$ cat config.mk
export PLATFORM = sky130hd
export DESIGN_NAME = alu_slice_sequencer
export DESIGN_NICKNAME = d
export VERILOG_FILES = /design/src/rtl/alu_seq_pkg.sv /design/src/rtl/alu_slice_sequencer.sv
export SDC_FILE = /design/constraint.sdc
export NUM_CORES = 1
export LEC_CHECK = 0
export BUFFER_PORTS_ARGS = -buffer_cell sky130_fd_sc_hd__buf_2
export CAP_MARGIN = 10
export CORE_AREA = 2 2 86 67
export DETAILED_ROUTE_END_ITERATION = 7
export DIE_AREA = 0 0 88 69
export GPL_TIMING_DRIVEN = 1
export PLACE_DENSITY = 0.81
export SYNTH_ARGS = -nofsm -noshare
export SYNTH_HDL_FRONTEND = slang
export SYNTH_SLANG_ARGS = --single-unit
$ cat constraint.sdc
create_clock -name clk -period 3.8 [get_ports clk]
set_input_delay 0.76 -clock clk [delete_from_list [all_inputs] [get_ports clk]]
set_output_delay 0.76 -clock clk [all_outputs]
set_load 0.01 [all_outputs]
$ cat src/rtl/alu_seq_pkg.sv
// Shared types and constants for the 2-bit ALU slice sequencer.
package alu_seq_pkg;

    typedef enum logic [1:0] {
        IDLE = 2'd0,
        RUN  = 2'd1,
        DONE = 2'd2
    } state_t;

    localparam int          FN_W_DEF = 4;
    localparam int unsigned FN_ADD   = 0;
    localparam int unsigned FN_AND   = 1;

endpackage

$ cat src/rtl/alu_slice_sequencer.sv
// Drives an external 2-bit combinational ALU slice over a WIDTH-bit operation,
// LSB pair first, with the inter-slice carry held in a register.
module alu_slice_sequencer
    import alu_seq_pkg::*;
#(
    parameter int WIDTH = 16,
    parameter int FN_W  = FN_W_DEF
) (
    input  logic             clk,
    input  logic             rst_n,
    input  logic             req_valid,
    output logic             req_ready,
    input  logic [FN_W-1:0]  req_fn,
    input  logic [WIDTH-1:0] req_a,
    input  logic [WIDTH-1:0] req_b,
    input  logic             req_cin,
    output logic [1:0]       slice_a,
    output logic [1:0]       slice_b,
    output logic [FN_W-1:0]  slice_fn,
    output logic             slice_cin,
    input  logic [1:0]       slice_y,
    input  logic             slice_cout,
    output logic             rsp_valid,
    input  logic             rsp_ready,
    output logic [WIDTH-1:0] rsp_y,
    output logic             rsp_cout,
    output logic             rsp_zero,
    output logic             busy
);

    localparam int NSLICE = WIDTH / 2;
    localparam int IDX_W  = (NSLICE > 1) ? $clog2(NSLICE) : 1;
    localparam logic [IDX_W-1:0] IDX_LAST = IDX_W'(NSLICE - 1);

    state_t state_q, state_d;

    logic [WIDTH-1:0] sa_q, sa_d;
    logic [WIDTH-1:0] sb_q, sb_d;
    logic [WIDTH-1:0] res_q, res_d;
    logic [FN_W-1:0]  fn_q, fn_d;
    logic [IDX_W-1:0] idx_q, idx_d;
    logic             cy_q, cy_d;
    logic             zero_q, zero_d;
    logic [WIDTH-1:0] res_shift;

    always_ff @(posedge clk or negedge rst_n) begin
        if (!rst_n) begin
            state_q <= IDLE;
        end else begin
            state_q <= state_d;
        end
    end

    always_comb begin
        state_d = state_q;
        case (state_q)
            IDLE: if (req_valid) state_d = RUN;
            RUN:  if (idx_q == IDX_LAST) state_d = DONE;
            DONE: if (rsp_ready) state_d = IDLE;
            default: state_d = IDLE;
        endcase
    end

    always_comb begin
        req_ready = (state_q == IDLE);
        rsp_valid = (state_q == DONE);
        busy      = (state_q == RUN) || (state_q == DONE);
        slice_fn  = fn_q;
        slice_a   = '0;
        slice_b   = '0;
        slice_cin = 1'b0;
        rsp_y     = '0;
        rsp_cout  = 1'b0;
        rsp_zero  = 1'b0;
        if (state_q == RUN) begin
            slice_a   = sa_q[1:0];
            slice_b   = sb_q[1:0];
            slice_cin = cy_q;
        end
        if (state_q == DONE) begin
            rsp_y    = res_q;
            rsp_cout = cy_q;
            rsp_zero = zero_q;
        end
    end

    // Built by shift-then-insert so the WIDTH=2 case needs no empty slice.
    always_comb begin
        res_shift                = res_q >> 2;
        res_shift[WIDTH-1 -: 2]  = slice_y;
    end

    always_comb begin
        sa_d   = sa_q;
        sb_d   = sb_q;
        res_d  = res_q;
        fn_d   = fn_q;
        idx_d  = idx_q;
        cy_d   = cy_q;
        zero_d = zero_q;
        case (state_q)
            IDLE: begin
                if (req_valid) begin
                    sa_d   = req_a;
                    sb_d   = req_b;
                    fn_d   = req_fn;
                    cy_d   = req_cin;
                    idx_d  = '0;
                    res_d  = '0;
                    zero_d = 1'b0;
                end
            end
            RUN: begin
                res_d = res_shift;
                cy_d  = slice_cout;
                sa_d  = sa_q >> 2;
                sb_d  = sb_q >> 2;
                idx_d = idx_q + 1'b1;
                if (idx_q == IDX_LAST) begin
                    zero_d = (res_shift == '0);
                end
            end
            default: ;
        endcase
    end

    always_ff @(posedge clk or negedge rst_n) begin
        if (!rst_n) begin
            sa_q   <= '0;
            sb_q   <= '0;
            res_q  <= '0;
            fn_q   <= '0;
            idx_q  <= '0;
            cy_q   <= 1'b0;
            zero_q <= 1'b0;
        end else begin
            sa_q   <= sa_d;
            sb_q   <= sb_d;
            res_q  <= res_d;
            fn_q   <= fn_d;
            idx_q  <= idx_d;
            cy_q   <= cy_d;
            zero_q <= zero_d;
        end
    end

endmodule

Yosys cells after proc, flatten, opt, wreduce, memory -nomap -nowiden
Index checks and enable logic that the tools add are counted.
{ "totals": {"register_bits": 59, "in_bits": 44, "output_inout_bits": 30, "word_cells": 46} }
{ "op_classes": {"n_addsub": 1, "eq_ne": 6, "n_mux": 23, "reduce_logical": 8} }
{ "op_table": {"columns": ["op", "n"], "rows": [
  ["16-bit one-hot mux with 2 select lines", 3],
  ["16-bit 2-to-1 mux", 4],
  ["16-bit zero test", 1],
  ["2-bit 2-to-1 mux", 5],
  ["1-bit 2-to-1 mux", 6],
  ["2-bit one-hot mux with 3 select lines", 1],
  ["3-bit one-hot mux with 2 select lines", 1],
  ["3-bit AND reduction", 2],
  ["2-bit by 1-bit inequality test with 1-bit output (second input constant)", 2],
  ["1-bit one-hot mux with 2 select lines", 2],
  ["2-bit AND reduction", 2],
  ["3-bit by 1-bit adder with 3-bit output (second input constant)", 1],
  ["3-bit == test (second input constant)", 1],
  ["3-bit 2-to-1 mux", 1],
  ["2-bit by 1-bit == test with 1-bit output (second input constant)", 1],
  ["2-bit == test (second input constant)", 1],
  ["2-bit zero test", 1],
  ["2-bit inequality test (second input constant)", 1],
  ["2-bit nonzero test", 1],
  ["1-bit logical OR", 1]
]} }

Longest topological paths before layout
{ "depth": {"ltp_word": 3, "mapped_depth": 8} }

Worst setup path before layout
OpenSTA, ideal clock, no wires.
{ "synth_timing": {"path_type": "register to output", "startpoint": "reg state_q[0]", "endpoint": "out rsp_y[10]", "arrival_time_ps": 1161, "required_ps": 3040, "path_slack_ps": 1879, "stages_incl_launch_ff": 5, "path_buffers": 1, "path_cell_list": "dfrtp_1 inv_1 ha_1 clkbuf_1 and2_1"} }
{ "synth_between": {"elab_chain_len": 2} }
{ "synth_lines": {"columns": ["element", "line", "rtl"], "rows": [
  ["start: declaration", "alu_slice_sequencer.sv:35", "state_t state_q, state_d;"],
  ["start signal: assignment", "alu_slice_sequencer.sv:50", "state_q <= state_d;"],
  ["2-bit == test", null, null],
  ["via rsp_valid", "alu_slice_sequencer.sv:23", "output logic rsp_valid,"],
  ["16-bit 2-to-1 mux", "alu_slice_sequencer.sv:80", "if (state_q == DONE) begin"],
  ["end: declaration", "alu_slice_sequencer.sv:25", "output logic [WIDTH-1:0] rsp_y,"]
]} }
The timed path passes the listed nets, and every way through them passes these cells.

Worst setup path after layout
{ "layout_timing": {"startpoint": "reg state_q[1]", "endpoint": "out slice_b[0]"} }
{ "layout_between": {"elab_chain_len": 2} }
{ "layout_lines": {"columns": ["element", "line", "rtl"], "rows": [
  ["2-bit by 1-bit == test with 1-bit output", "alu_slice_sequencer.sv:75", "if (state_q == RUN) begin"],
  ["2-bit 2-to-1 mux", "alu_slice_sequencer.sv:75", null],
  ["end: declaration", "alu_slice_sequencer.sv:18", "output logic [1:0] slice_b,"]
]} }
Every way passes these cells.

==> results by group <==
Timing
  • Post-route fraction of the period consumed by the critical path: about 69%
  • Post-layout min period: ~2600 ps
  • Setup_tns: 0 ps
  • Setup violators final: 0
  • Number of slew-limit violations in the final report: 0
  • Max Clk Rate: around 380 MHz
  • Unrepaired setup endpoints after global routing: false
  • Slew @ Worst Pin: 919.3 ps
  • Final hold violation count: 0
  • Worst clock skew: 8.033 ps
  • Slew headroom: 38.71%

Floorplanning
  • Die outline area: just over 6000 µm²
  • Chip Width: 88 µm
  • Initial cell density of the core: 54.31%
  • Core box area: 5209 µm²
  • Count of boundary I/O pins: 74
  • Chip height: 69 µm
  • Row Count: 23

Logic synthesis
  • Post-synthesis cell count: 254
  • Complex-gate fraction of the synthesized area: 13.00%
  • Number of synthesized register bits: 59
  • Sequential-to-total area share from yosys stat: 52.19%
  • Cell taking the most area after synthesis: sky130_fd_sc_hd__dfrtp_1
  • Cell Area, Synth: 2829 µm²
  • Primary flip-flop cell chosen by synthesis mapping: sky130_fd_sc_hd__dfrtp_1
  • Yosys warnings: 0
  • Ys async rst share: 100.0%
  • Netlist cell types: 29
  • Area share of and/or/nand/nor cells after synthesis: 13.89%
  • Net Count, Synth: a little over 300
  • Arithmetic-cell share of the synthesized area counting full adders, half adders and majority gates: 2.211%
  • Largest family of logic cells by synthesized area: simple AND/OR/NAND/NOR gates
  • Top cell type's share of synthesized area: 52.19%
  • Largest cells by area after synthesis: sky130_fd_sc_hd__dfrtp_1 52%, sky130_fd_sc_hd__mux2i_1 11%, sky130_fd_sc_hd__a22o_1 5.6%, sky130_fd_sc_hd__and2_1 5.1%, sky130_fd_sc_hd__o21ai_0 5.0%
  • Number of enable flip-flop cells after synthesis: 0
  • Mux contribution to synthesized area: roughly 14%
  • Post-synthesis share of cell area spent on xor and xnor gates: 0%
  • Average size of a mapped cell: 11.14 µm²

Final layout
  • Ratio of cells with drive above 1 in the final layout: between 30% and 40%
  • Final non-filler cell total: 405
  • Layout overhead on the synthesized area: 20.92%
  • Utilization after layout: 65.67%
  • FF/Latch Area: 1476 µm²
  • Number of nets at the end of the flow: 374
  • Area taken by multi-input logic gates: 1216 µm²
  • Count of fill cells added during filler insertion: 430
  • Diode count: 0

Power
  • Combinational group share of total power: 38.2%
  • Cell area power density: 801.0 nW/µm²
  • Design internal power: 1.752 mW
  • Worst supply voltage drop on vdd: 0.0004093 V
  • Net switching power: 0.9881 mW
  • Switching fraction of total power: 36.06%
  • Relative contribution of sequential cells to total power: 38.3%
  • Portion of total power attributed to the clock network: 23.6%
  • Leak: 1.717 nW

Placed design
  • Dpl cells: between 300 and 400
  • Final HPWL DP: 3942 µm
  • Quantity of I/O buffers inserted on ports: between 70 and 80
  • Final weighted congestion of routability-driven global placement: 0.7920

Global routing
  • Number of global-route vias before repair: around 2,200
  • Wire length of the first global-routing pass: 9818 µm
  • GRT overflow: 0
  • Maximum number of pins on one net before global-route repair: 43
  • Antenna violations before repair: 0
  • GR Util All Layers: about a fifth

Run status
  • Status: completed

Setup path
  • Nature of the critical path endpoint: output pin
  • Startpoint-to-endpoint class of the critical path: flip-flop to output pin
  • Required time reported for the critical path endpoint: 3040 ps
  • Startpoint type of the worst setup path: flip-flop
  • Peak fanout along the critical path: 29
  • Critical Path AT: 1860 ps

CTS
  • Number of CTS-inserted buffers: 9
  • Htree depth: 3
  • CTS max path bufs: 2
  • Worst-skew pair later-pin latency: about 340 ps
  • Clock Sink Count: 59
  • Cts-stage hold buffer count: 0
  • Root cell of the clock tree: sky130_fd_sc_hd__clkbuf_8
  • TritonCTS clock tree: yes
  • Clock-pin slew on the worst setup and hold paths: 60 ps
  • Post-CTS Setup Bufs: 0
  • Post-cts gate resize count: 0

Hold path
  • HP Class: flip-flop to flip-flop

Detailed routing
  • Initial DRC Count: 153
  • Total iterations of the first detailed-routing run: 4
  • Total DRC errors in the routed layout: 0
  • Count of nets left with antenna violations after detail routing: 0
  • Total wire length: 5729 µm
  • Number of vias per cell: 5.151
  • Drt wl/cell: between 10 and 15 µm
  • DR vias: 2,086

Run
  • Max Cap Violations: 0
logic make-up (layout without fill, tap and decap cells):
logic type | Yosys count | in the layout
buf+inv | 20 | 96
fa+ha+maj | 5 | 5
mux | 37 | 37
flops | 59 | 59
simple gates | 74 | 74
compound gates | 59 | 59
through the flow:
stage / hold WS, ps / setup WS, ps / total power [mW] / cell area (µm²)
2_1_floorplan: 442.4 / 1879 / 1.911 / 2829
3_3_place_gp: 454.6 / 1594 / 2.062 / 3193
3_5_place_dp: 466.5 / 1528 / 2.115 / 3193
4_1_cts: 481.3 / 1160 / 2.771 / 3421
5_1_grt: 503.8 / 1044 / 2.955 / 3421
6_report: 477.6 / 1183 / 2.740 / 3421
cell usage after synthesis, types with 4 or more instances:
cell and number:
sky130_fd_sc_hd__buf_2 5, sky130_fd_sc_hd__mux2i_1 30, sky130_fd_sc_hd__ha_1 5, sky130_fd_sc_hd__dfrtp_1 59, sky130_fd_sc_hd__buf_4 4, sky130_fd_sc_hd__and3_2 4
sky130_fd_sc_hd__a21oi_1 4, sky130_fd_sc_hd__o21ai_1 6, sky130_fd_sc_hd__a22o_1 18, sky130_fd_sc_hd__mux2_2 6, sky130_fd_sc_hd__clkbuf_1 4, sky130_fd_sc_hd__o21ai_0 28
sky130_fd_sc_hd__and2_1 23, sky130_fd_sc_hd__nand2_1 34
power by group through the flow:
stage / clock network, mW / registers (mW) / logic [mW]
final: 0.645 / 1.05 / 1.05
after global routing: 0.689 / 1.08 / 1.18
after CTS: 0.660 / 1.05 / 1.06
after detailed placement: 0 / 1.06 / 1.06
after global placement: 0 / 1.04 / 1.02
after floorplan: 0 / 1.02 / 0.891
critical path: stages, from the launching register on:
cell                      delay, ps
sky130_fd_sc_hd__dfrtp_1        390
sky130_fd_sc_hd__inv_1           90
sky130_fd_sc_hd__ha_2           670
sky130_fd_sc_hd__and2_1         230
sky130_fd_sc_hd__buf_2          130
final cells by class:
cell class                      instances  area share, %
Sequential cell                        59          43.16
Multi-Input combinational cell        175          35.55
Timing Repair Buffer                   77          11.56
Clock buffer                           12          4.535
Tap cell                               75          2.743
Clock inverter                          4          2.121
Inverter                                3         0.3292
layout by cell type, fill, tap and decap left out, types with 2 or more instances in the layout:
| cell type | Yosys | layout |
|---|---|---|
| sky130_fd_sc_hd__a21oi_1 | 4 | 4 |
| sky130_fd_sc_hd__nor4_1 | 3 | 3 |
| sky130_fd_sc_hd__clkbuf_8 | 0 | 11 |
| sky130_fd_sc_hd__o21ai_0 | 28 | 28 |
| sky130_fd_sc_hd__inv_1 | 3 | 3 |
| sky130_fd_sc_hd__bufinv_16 | 0 | 2 |
| sky130_fd_sc_hd__nand2b_1 | 3 | 3 |
| sky130_fd_sc_hd__mux2i_1 | 30 | 30 |
| sky130_fd_sc_hd__and2_1 | 23 | 23 |
| sky130_fd_sc_hd__and3_2 | 4 | 4 |
| sky130_fd_sc_hd__mux2_2 | 6 | 6 |
| sky130_fd_sc_hd__buf_4 | 4 | 4 |
| sky130_fd_sc_hd__buf_2 | 5 | 73 |
| sky130_fd_sc_hd__o21ai_1 | 6 | 6 |
| sky130_fd_sc_hd__nand2_1 | 34 | 34 |
| sky130_fd_sc_hd__nand3_1 | 2 | 2 |
| sky130_fd_sc_hd__a22o_1 | 18 | 18 |
| sky130_fd_sc_hd__dfrtp_1 | 59 | 59 |
| sky130_fd_sc_hd__a31oi_1 | 2 | 2 |
| sky130_fd_sc_hd__ha_1 | 5 | 4 |
metal layers:
layer	global-route usage, %	wire length (µm)	vias up	share of wire, %
met5	0	0	-	0
met4	7.350	59	0	1.0
met3	7.904	360	6	6.3
li1	-	-	1030	-
met2	31.82	2573	64	45
met1	27.43	2736	986	48
registers in the layout, indices dropped and copies added, names as in the netlist:
register  cells
zero_q        1
slice_fn      4
sa_q         16
idx_q         3
res_q        16
cy_q          1
sb_q         16
state_q       2
final timing paths:
path | to | slack (ps) | cells after the start | from
max | slice_b[0] | 1180 | 4 | state_q[1]$_DFFE_PN0P_
max in group asynchronous | res_q[15]$_DFFE_PN0P_ | 2450 | 2 | rst_n
min reg2reg | sa_q[7]$_DFFE_PN0P_ | 480 | 2 | sa_q[7]$_DFFE_PN0P_
max reg2reg | sa_q[11]$_DFFE_PN0P_ | 1510 | 5 | state_q[0]$_DFFE_PN0P_
min in group asynchronous | sa_q[3]$_DFFE_PN0P_ | 560 | 1 | rst_n
min | sa_q[7]$_DFFE_PN0P_ | 480 | 2 | sa_q[7]$_DFFE_PN0P_
Note: power is estimated with default switching activity, not from simulation.
